**src/rtl/stim_seq_pkg.sv**
```systemverilog
// Shared definitions for the stim_seq stimulus sweeper: FSM state encoding
// and the binary-to-Gray conversion used by the optional Gray-order build.
package stim_seq_pkg;

  typedef enum logic [1:0] {
    IDLE = 2'b00,
    RUN  = 2'b01,
    DONE = 2'b10
  } state_e;

  localparam int unsigned MAX_WIDTH = 16;

  function automatic logic [MAX_WIDTH-1:0] bin2gray(input logic [MAX_WIDTH-1:0] b);
    return b ^ (b >> 1);
  endfunction

endpackage

```
**src/rtl/stim_dwell_timer.sv**
```systemverilog
// Dwell counter: counts enabled cycles and asserts tick on the cycle the
// count reaches DWELL-1, wrapping back to zero on that cycle.
module stim_dwell_timer
  import stim_seq_pkg::*;
#(
  parameter int unsigned DWELL = 50
) (
  input  logic clk,
  input  logic rst,
  input  logic clr,
  input  logic en,
  output logic tick
);

  localparam int unsigned CW = (DWELL > 1) ? $clog2(DWELL) : 1;
  localparam logic [CW-1:0] LAST = CW'(DWELL - 1);

  logic [CW-1:0] count_q, count_d;

  assign tick = en && (count_q == LAST);

  always_comb begin
    count_d = count_q;
    if (clr)     count_d = '0;
    else if (en) count_d = tick ? '0 : count_q + 1'b1;
  end

  always_ff @(posedge clk or posedge rst) begin
    if (rst) count_q <= '0;
    else     count_q <= count_d;
  end

endmodule

```
**src/rtl/stim_seq.sv**
```systemverilog
// Exhaustive stimulus sweeper: presents all 2^WIDTH patterns, each for DWELL
// non-hold cycles. Define STIM_SEQ_GRAY_EN for Gray-ordered patterns.
module stim_seq
  import stim_seq_pkg::*;
#(
  parameter int unsigned WIDTH = 2,
  parameter int unsigned DWELL = 50
) (
  input  logic             clk,
  input  logic             rst,
  input  logic             start,
  input  logic             stop,
  input  logic             hold,
  input  logic             repeat_en,
  output logic [WIDTH-1:0] pattern,
  output logic             valid,
  output logic             last,
  output logic             busy,
  output logic             done
);

  localparam logic [WIDTH-1:0] LAST_IDX = '1;

  state_e           state_q;
  logic [WIDTH-1:0] idx_q, idx_d;
  logic [WIDTH-1:0] pattern_q;
  logic             valid_q, last_q, busy_q, done_q;
  logic             tick, timer_clr, timer_en;

  function automatic logic [WIDTH-1:0] to_pattern(input logic [WIDTH-1:0] b);
`ifdef STIM_SEQ_GRAY_EN
    logic [MAX_WIDTH-1:0] g;
    g = bin2gray(MAX_WIDTH'(b));
    return g[WIDTH-1:0];
`else
    return b;
`endif
  endfunction

  // Timer is held at zero outside RUN and on stop, so every sweep starts fresh.
  assign timer_en  = (state_q == RUN) && !hold && !stop;
  assign timer_clr = (state_q != RUN) || stop;
  assign idx_d     = idx_q + 1'b1;

  stim_dwell_timer #(.DWELL(DWELL)) u_timer (
    .clk  (clk),
    .rst  (rst),
    .clr  (timer_clr),
    .en   (timer_en),
    .tick (tick)
  );

  always_ff @(posedge clk or posedge rst) begin
    if (rst) begin
      state_q   <= IDLE;
      idx_q     <= '0;
      pattern_q <= '0;
      valid_q   <= 1'b0;
      last_q    <= 1'b0;
      busy_q    <= 1'b0;
      done_q    <= 1'b0;
    end else begin
      done_q <= 1'b0;
      case (state_q)
        IDLE: begin
          if (start && !stop) begin
            state_q   <= RUN;
            idx_q     <= '0;
            pattern_q <= to_pattern('0);
            valid_q   <= 1'b1;
            busy_q    <= 1'b1;
            last_q    <= 1'b0;
          end
        end
        RUN: begin
          if (stop) begin
            state_q   <= IDLE;
            idx_q     <= '0;
            pattern_q <= '0;
            valid_q   <= 1'b0;
            last_q    <= 1'b0;
            busy_q    <= 1'b0;
          end else if (tick) begin
            if (idx_q == LAST_IDX) begin
              idx_q  <= '0;
              last_q <= 1'b0;
              if (repeat_en) begin
                pattern_q <= to_pattern('0);
              end else begin
                state_q   <= DONE;
                pattern_q <= '0;
                valid_q   <= 1'b0;
                busy_q    <= 1'b0;
                done_q    <= 1'b1;
              end
            end else begin
              idx_q     <= idx_d;
              pattern_q <= to_pattern(idx_d);
              last_q    <= (idx_d == LAST_IDX);
            end
          end
        end
        DONE:    state_q <= IDLE;
        default: state_q <= IDLE;
      endcase
    end
  end

  assign pattern = pattern_q;
  assign valid   = valid_q;
  assign last    = last_q;
  assign busy    = busy_q;
  assign done    = done_q;

endmodule

```
**config.mk**
```make
export PLATFORM = sky130hd
export DESIGN_NAME = stim_seq
export DESIGN_NICKNAME = d
export VERILOG_FILES = /design/src/rtl/stim_seq_pkg.sv /design/src/rtl/stim_dwell_timer.sv /design/src/rtl/stim_seq.sv
export SDC_FILE = /design/constraint.sdc
export NUM_CORES = 1
export LEC_CHECK = 0
export BUFFER_PORTS_ARGS = -buffer_cell sky130_fd_sc_hd__buf_4
export CORE_UTILIZATION = 40
export CTS_CLUSTER_SIZE = 14
export DETAILED_ROUTE_END_ITERATION = 7
export PLACE_DENSITY_LB_ADDON = 0.05
export SYNTH_ARGS = -nofsm -noshare
export SYNTH_HDL_FRONTEND = slang
export SYNTH_HIERARCHICAL = 1
export SYNTH_SLANG_ARGS = --single-unit
```
**constraint.sdc**
```tcl
create_clock -name clk -period 4.4 [get_ports clk]
set_input_delay 0 -clock clk [delete_from_list [all_inputs] [get_ports clk]]
set_output_delay 0 -clock clk [all_outputs]
set_load 0.01 [all_outputs]
```
### After elaboration in Yosys (flattened, before gate mapping)

Index checks and enable logic that the tools add are counted.

* output and inout port bits: 6
* memory bits (read-only): 0
* register bits after elaboration: 13
* logic and storage cells: 60
* bits in writable memories: 0
* memories: 0
* latch bits: 0

* mux-type cells: 30
* multipliers: 0
* equality and inequality tests: 9
* add/subtract/negate cells: 2
* bitwise gates (word level): 0
* magnitude comparators: 0
* reductions and logical operators: 13
* shift operators: 0
* divide/modulo/power cells: 0

Operator list (count)
* two-way mux 2 bit: 9
* two-way mux 6 bit: 3
* two-way mux 1 bit: 14
* one-hot mux 2 bit (2 select lines): 2
* adder 6 x 1 -> 6 bit, second input constant: 1
* equality test 6 bit, second input constant: 1
* inequality test 3 x 2 -> 1 bit, second input constant: 2
* AND reduction 5 bit: 1
* equality test 2 bit, second input constant: 2
* logical AND 1 bit: 4
* one-hot mux 1 bit (2 select lines): 2
* AND reduction 4 bit: 1
* nonzero test 2 bit: 2
* inequality test 3 bit, second input constant: 1
* AND reduction 3 bit: 1
* adder 2 x 1 -> 2 bit, second input constant: 1
* equality test 2 x 1 -> 1 bit, second input constant: 1
* zero test 1 bit: 2
* zero test 2 bit: 1
* inequality test 2 x 1 -> 1 bit, second input constant: 1
* inequality test 2 bit, second input constant: 1
* logical OR 1 bit: 1

### Longest topological paths before layout

* depth after elaboration: 7
* gate-level depth with buffers: 8

### Hierarchy

Netlist, hierarchy kept.

By module, submodules not included
* stim_dwell_timer: area each 405.4 µm², times used 1, cells an instance 44, seq. area each 150.1 µm²
* stim_seq: area each 360.3 µm², times used 1, cells an instance 35, seq. area each 175.2 µm²

### Worst setup path after synthesis

No wires, ideal clock.

* kind: register -> register
* start point: register state_q[1]
* end point: register last_q, in the netlist last
* data arrival time: 1923 ps
* required time: 4275 ps
* setup slack: 2353 ps
* setup time: 125 ps
* stages on the path, launching flop included: 9
* clock period less this slack: 2047 ps
* path through: dfrtp_1 -> or3b_1 -> clkbuf_1 -> nor2_1 -> nand2b_1 -> nor2_1 -> o21ai_0 -> a21oi_2 -> mux2_2

* cells in the longest elaborated chain, start to end: 6
* elaborated cells between the ends (all ways): 10
* classes of those cells: eq/ne: 3; mux: 1; reduce/logical: 6

Ends and longest elaborated chain
* from (decl): RTL line stim_seq.sv:24 `state_e state_q;`
* from (signal assigned): RTL line stim_seq.sv:55 `state_q <= IDLE;`
* from (signal assigned): RTL line stim_seq.sv:67 `state_q <= RUN;`
* from (signal assigned): RTL line stim_seq.sv:77 `state_q <= IDLE;`
* equality test 2 x 1 -> 1 bit: RTL line stim_seq.sv:41 `assign timer_en = (state_q == RUN) && !hold && !stop;`
* logical AND 1 bit (2 in a row): RTL line stim_seq.sv:41
* net timer_en: RTL line stim_seq.sv:28 `logic tick, timer_clr, timer_en;`
* logical AND 1 bit: RTL line stim_dwell_timer.sv:20 `assign tick = en && (count_q == LAST);`
* net tick: RTL line stim_seq.sv:28
* inequality test 3 x 2 -> 1 bit (no source line)
* AND reduction 3 bit (no source line)
* to (signal assigned): RTL line stim_seq.sv:99 `last_q <= (idx_d == LAST_IDX);`
* to (decl): RTL line stim_seq.sv:27 `logic valid_q, last_q, busy_q, done_q;`

The timed path passes the listed nets, and every way through them passes these cells.
A chain may end at the register's enable or synchronous reset.

### Worst setup path in the final report

Ends and elaborated chain as after synthesis.

==> key figures <==
Outcome
  • Status: finished, final reports clean

Finish
  • Most common cell after layout, fill and taps aside: dfrtp_1
  • Diodes inserted: 0
  • Final Net Count: 102
  • FF+latch area: 325 µm²
  • Area of the multi-input gates: 372 µm²
  • Share of cells above drive strength 1: 23.1%
  • Post-layout util: 50.7%
  • Fillers: 168
  • Area growth syn-to-layout: 16.8%
  • Most frequent cells in the layout: dfrtp_1, buf_4, inv_1

Pwr
  • Clock Power Share: 32.3%
  • Peak supply drop: 0.224 mV
  • Pleak: 0.414 nW
  • Power Density: 262 nW/µm²
  • P_sw: 60.2 µW
  • Power share of the combinational group: 13.4%
  • Total Power: 234 µW
  • Switching Share: 25.7%
  • Int Power: 174 µW
  • Sequential share of power: 54.4%

Yosys
  • Synthesized instance count: 79
  • Area leader, netlist: dfrtp_1
  • Synthesized Nets: 89
  • Sequential-to-total area share from yosys stat: 42.5%
  • Yosys reg bits: 13
  • Post-synth cell types: 31
  • Post-synth top area share: 42.5%
  • Synth warnings: 6
  • Average size of a mapped cell: 9.69 µm²
  • Synthesized cell area: 766 µm²
  • Top cells by area, synth: dfrtp_1, ha_1, inv_1, mux2_2, nor2_1

Floorplan
  • DIE AREA: 2090 µm²
  • Row count: 15
  • # IOs: 12
  • Height of the die: 45.8 µm
  • Core Area: 1760 µm²
  • Initial Util: 43.4%
  • Die Wd: 45.8 µm

CTS
  • CTS root buffer: clkbuf_4
  • TritonCTS clock tree: yes
  • Total CTS buffers: 3
  • H-Tree Depth: 1
  • CTS Sinks: 13
  • Clk Latency, worst-skew pair: 0.28 ns
  • Clock buffer depth: 2
  • Clock-pin slew on the worst setup and hold paths: 0.09 ns
  • Setup bufs post-CTS: 0

STA
  • Hold slack: 0.0219 ns
  • Rel. slew slack: 56.1%
  • Minimum clock period: 2.85 ns
  • Fmax: 351 MHz
  • Final setup viols: 0
  • Worst Skew: 0.0105 ns
  • Setup_tns: 0 ns
  • Period utilization: 64.7%
  • RSZ-0062 raised after global routing: false
  • Slew Limit Fails: 0
  • Slew @ Worst Pin: 0.656 ns
  • Final Hold Fails: 0

Routing
  • Vias/cell: 5.02
  • Vias: 582
  • DRC viols: 0
  • Routed wire per std cell: 12.1 µm
  • Final WL: 1400 µm
  • Antenna Nets Post-Route: 0
  • 1st-pass router iterations: 4
  • Initial DRC Count: 10

Global route
  • Number of global-route vias before repair: 486
  • Total congestion overflow: 0
  • Initial antenna violation count: 0
  • GRT Total Usage: 15.8%
  • First-pass GRT wire length: 2240 µm
  • Largest net degree at the start of global routing: 14

Worst setup path
  • Critical path type: reg -> reg
  • Critical Path Sink Type: flip-flop
  • Critical Path Start: state_q[1]
  • Worst r2r src: state_q[1]
  • Crit Path Max Fanout: 13
  • Worst Path Required: 4.56 ns
  • Worst EP arrival: 3.01 ns
  • Worst setup SP type: flip-flop

Placement
  • Final GP Congestion: 0.730
  • Number of port buffers: 11
  • Post-DP HPWL: 1030 µm

Worst hold path
  • Min-delay src: start
  • Hold/Removal Path Class: in -> reg

Flow run
  • Max_cap viols: 0
## repair_timing
| action | in CTS | in global routing |
|---|---|---|
| hold buffers | 2 | 0 |
| hold endpoints to repair | 14 | 0 |
| resized for setup | 0 | 0 |
## cells by family after synthesis
group           after synthesis  share of synthesized area, %
compound gates               15                          14.1
buf+inv                      15                          8.99
xor+xnor                      1                          1.14
flops                        13                          42.5
simple gates                 27                          21.1
mux                           4                          5.72
fa+ha+maj                     4                          6.54
## per-stage QoR
step / setup slack [ns] / cells / area, µm²
2_1_floorplan: 2.35 / 79 / 766
3_3_place_gp: 1.70 / 110 / 848
3_5_place_dp: 1.64 / 110 / 848
4_1_cts: 1.62 / 116 / 895
5_1_grt: 1.34 / 116 / 895
6_report: 1.55 / 116 / 895
## cell type report
class                           count  area share, %
Sequential cell                    13           36.4
Multi-Input combinational cell     51           41.5
Tap cell                           25           3.50
Clock buffer                        4           2.94
Timing Repair Buffer               13           11.5
Inverter                           10           4.20
## synth_stat cells
master,number
clkbuf_1,2
nor2_1,8
nand2_1,2
nor3_1,1
nand3b_1,1
o41ai_2,1
o211ai_1,3
a41oi_1,1
nand4b_1,1
a21oi_1,5
inv_1,10
nand4_1,1
o2111ai_1,1
a31oi_1,1
mux2i_1,1
o22ai_1,1
xor2_1,1
mux2_2,3
nand3_2,1
buf_2,1
nor3b_1,2
a21oi_2,1
nand2b_1,4
o21ai_0,1
buf_4,1
ha_1,4
and3_2,1
or3b_1,3
dfrtp_1,13
and3_1,2
buf_6,1
## final timing paths
check	slack, ns	cells past startpoint	to
max in group asynchronous	3.96	3	pattern[0]
hold reg to reg	0.52	1	last
setup reg to reg	1.55	7	last
min in group asynchronous	0.20	3	u_timer/count_q[1]
hold / removal	0.02	3	busy
setup / recovery	1.55	7	last
## registers in the layout (all words and copies together), names as in the netlist
signal and flops:
state_q 2, u_timer/count_q 6, done 1, last 1
busy 1, pattern 2
## worst max-delay path: stages, from the launching register on
cell      delay, ns
dfrtp_1        0.43
or3b_1         0.60
nor2_1         0.59
nand2b_1       0.15
nor2_1         0.25
o21ai_0        0.14
a21oi_2        0.22
mux2_2         0.36
## power by group through the flow
stage | sequential [mW] | clock (mW) | combinational [mW]
5_1_grt | 0.128 | 0.0855 | 0.0348
4_1_cts | 0.128 | 0.0792 | 0.0318
2_1_floorplan | 0.131 | 0 | 0.0174
3_3_place_gp | 0.130 | 0 | 0.0303
3_5_place_dp | 0.130 | 0 | 0.0303
6_report | 0.127 | 0.0757 | 0.0313
## per-layer routing
layer | GRT usage [%] | wire [µm] | up-vias
met5 | 0 | 0 | -
met4 | 3.53 | 10 | 0
met3 | 7.14 | 59 | 2
met2 | 20.3 | 585 | 9
met1 | 23.9 | 747 | 273
li1 | - | - | 298
Power figures use the tool's default switching activity.
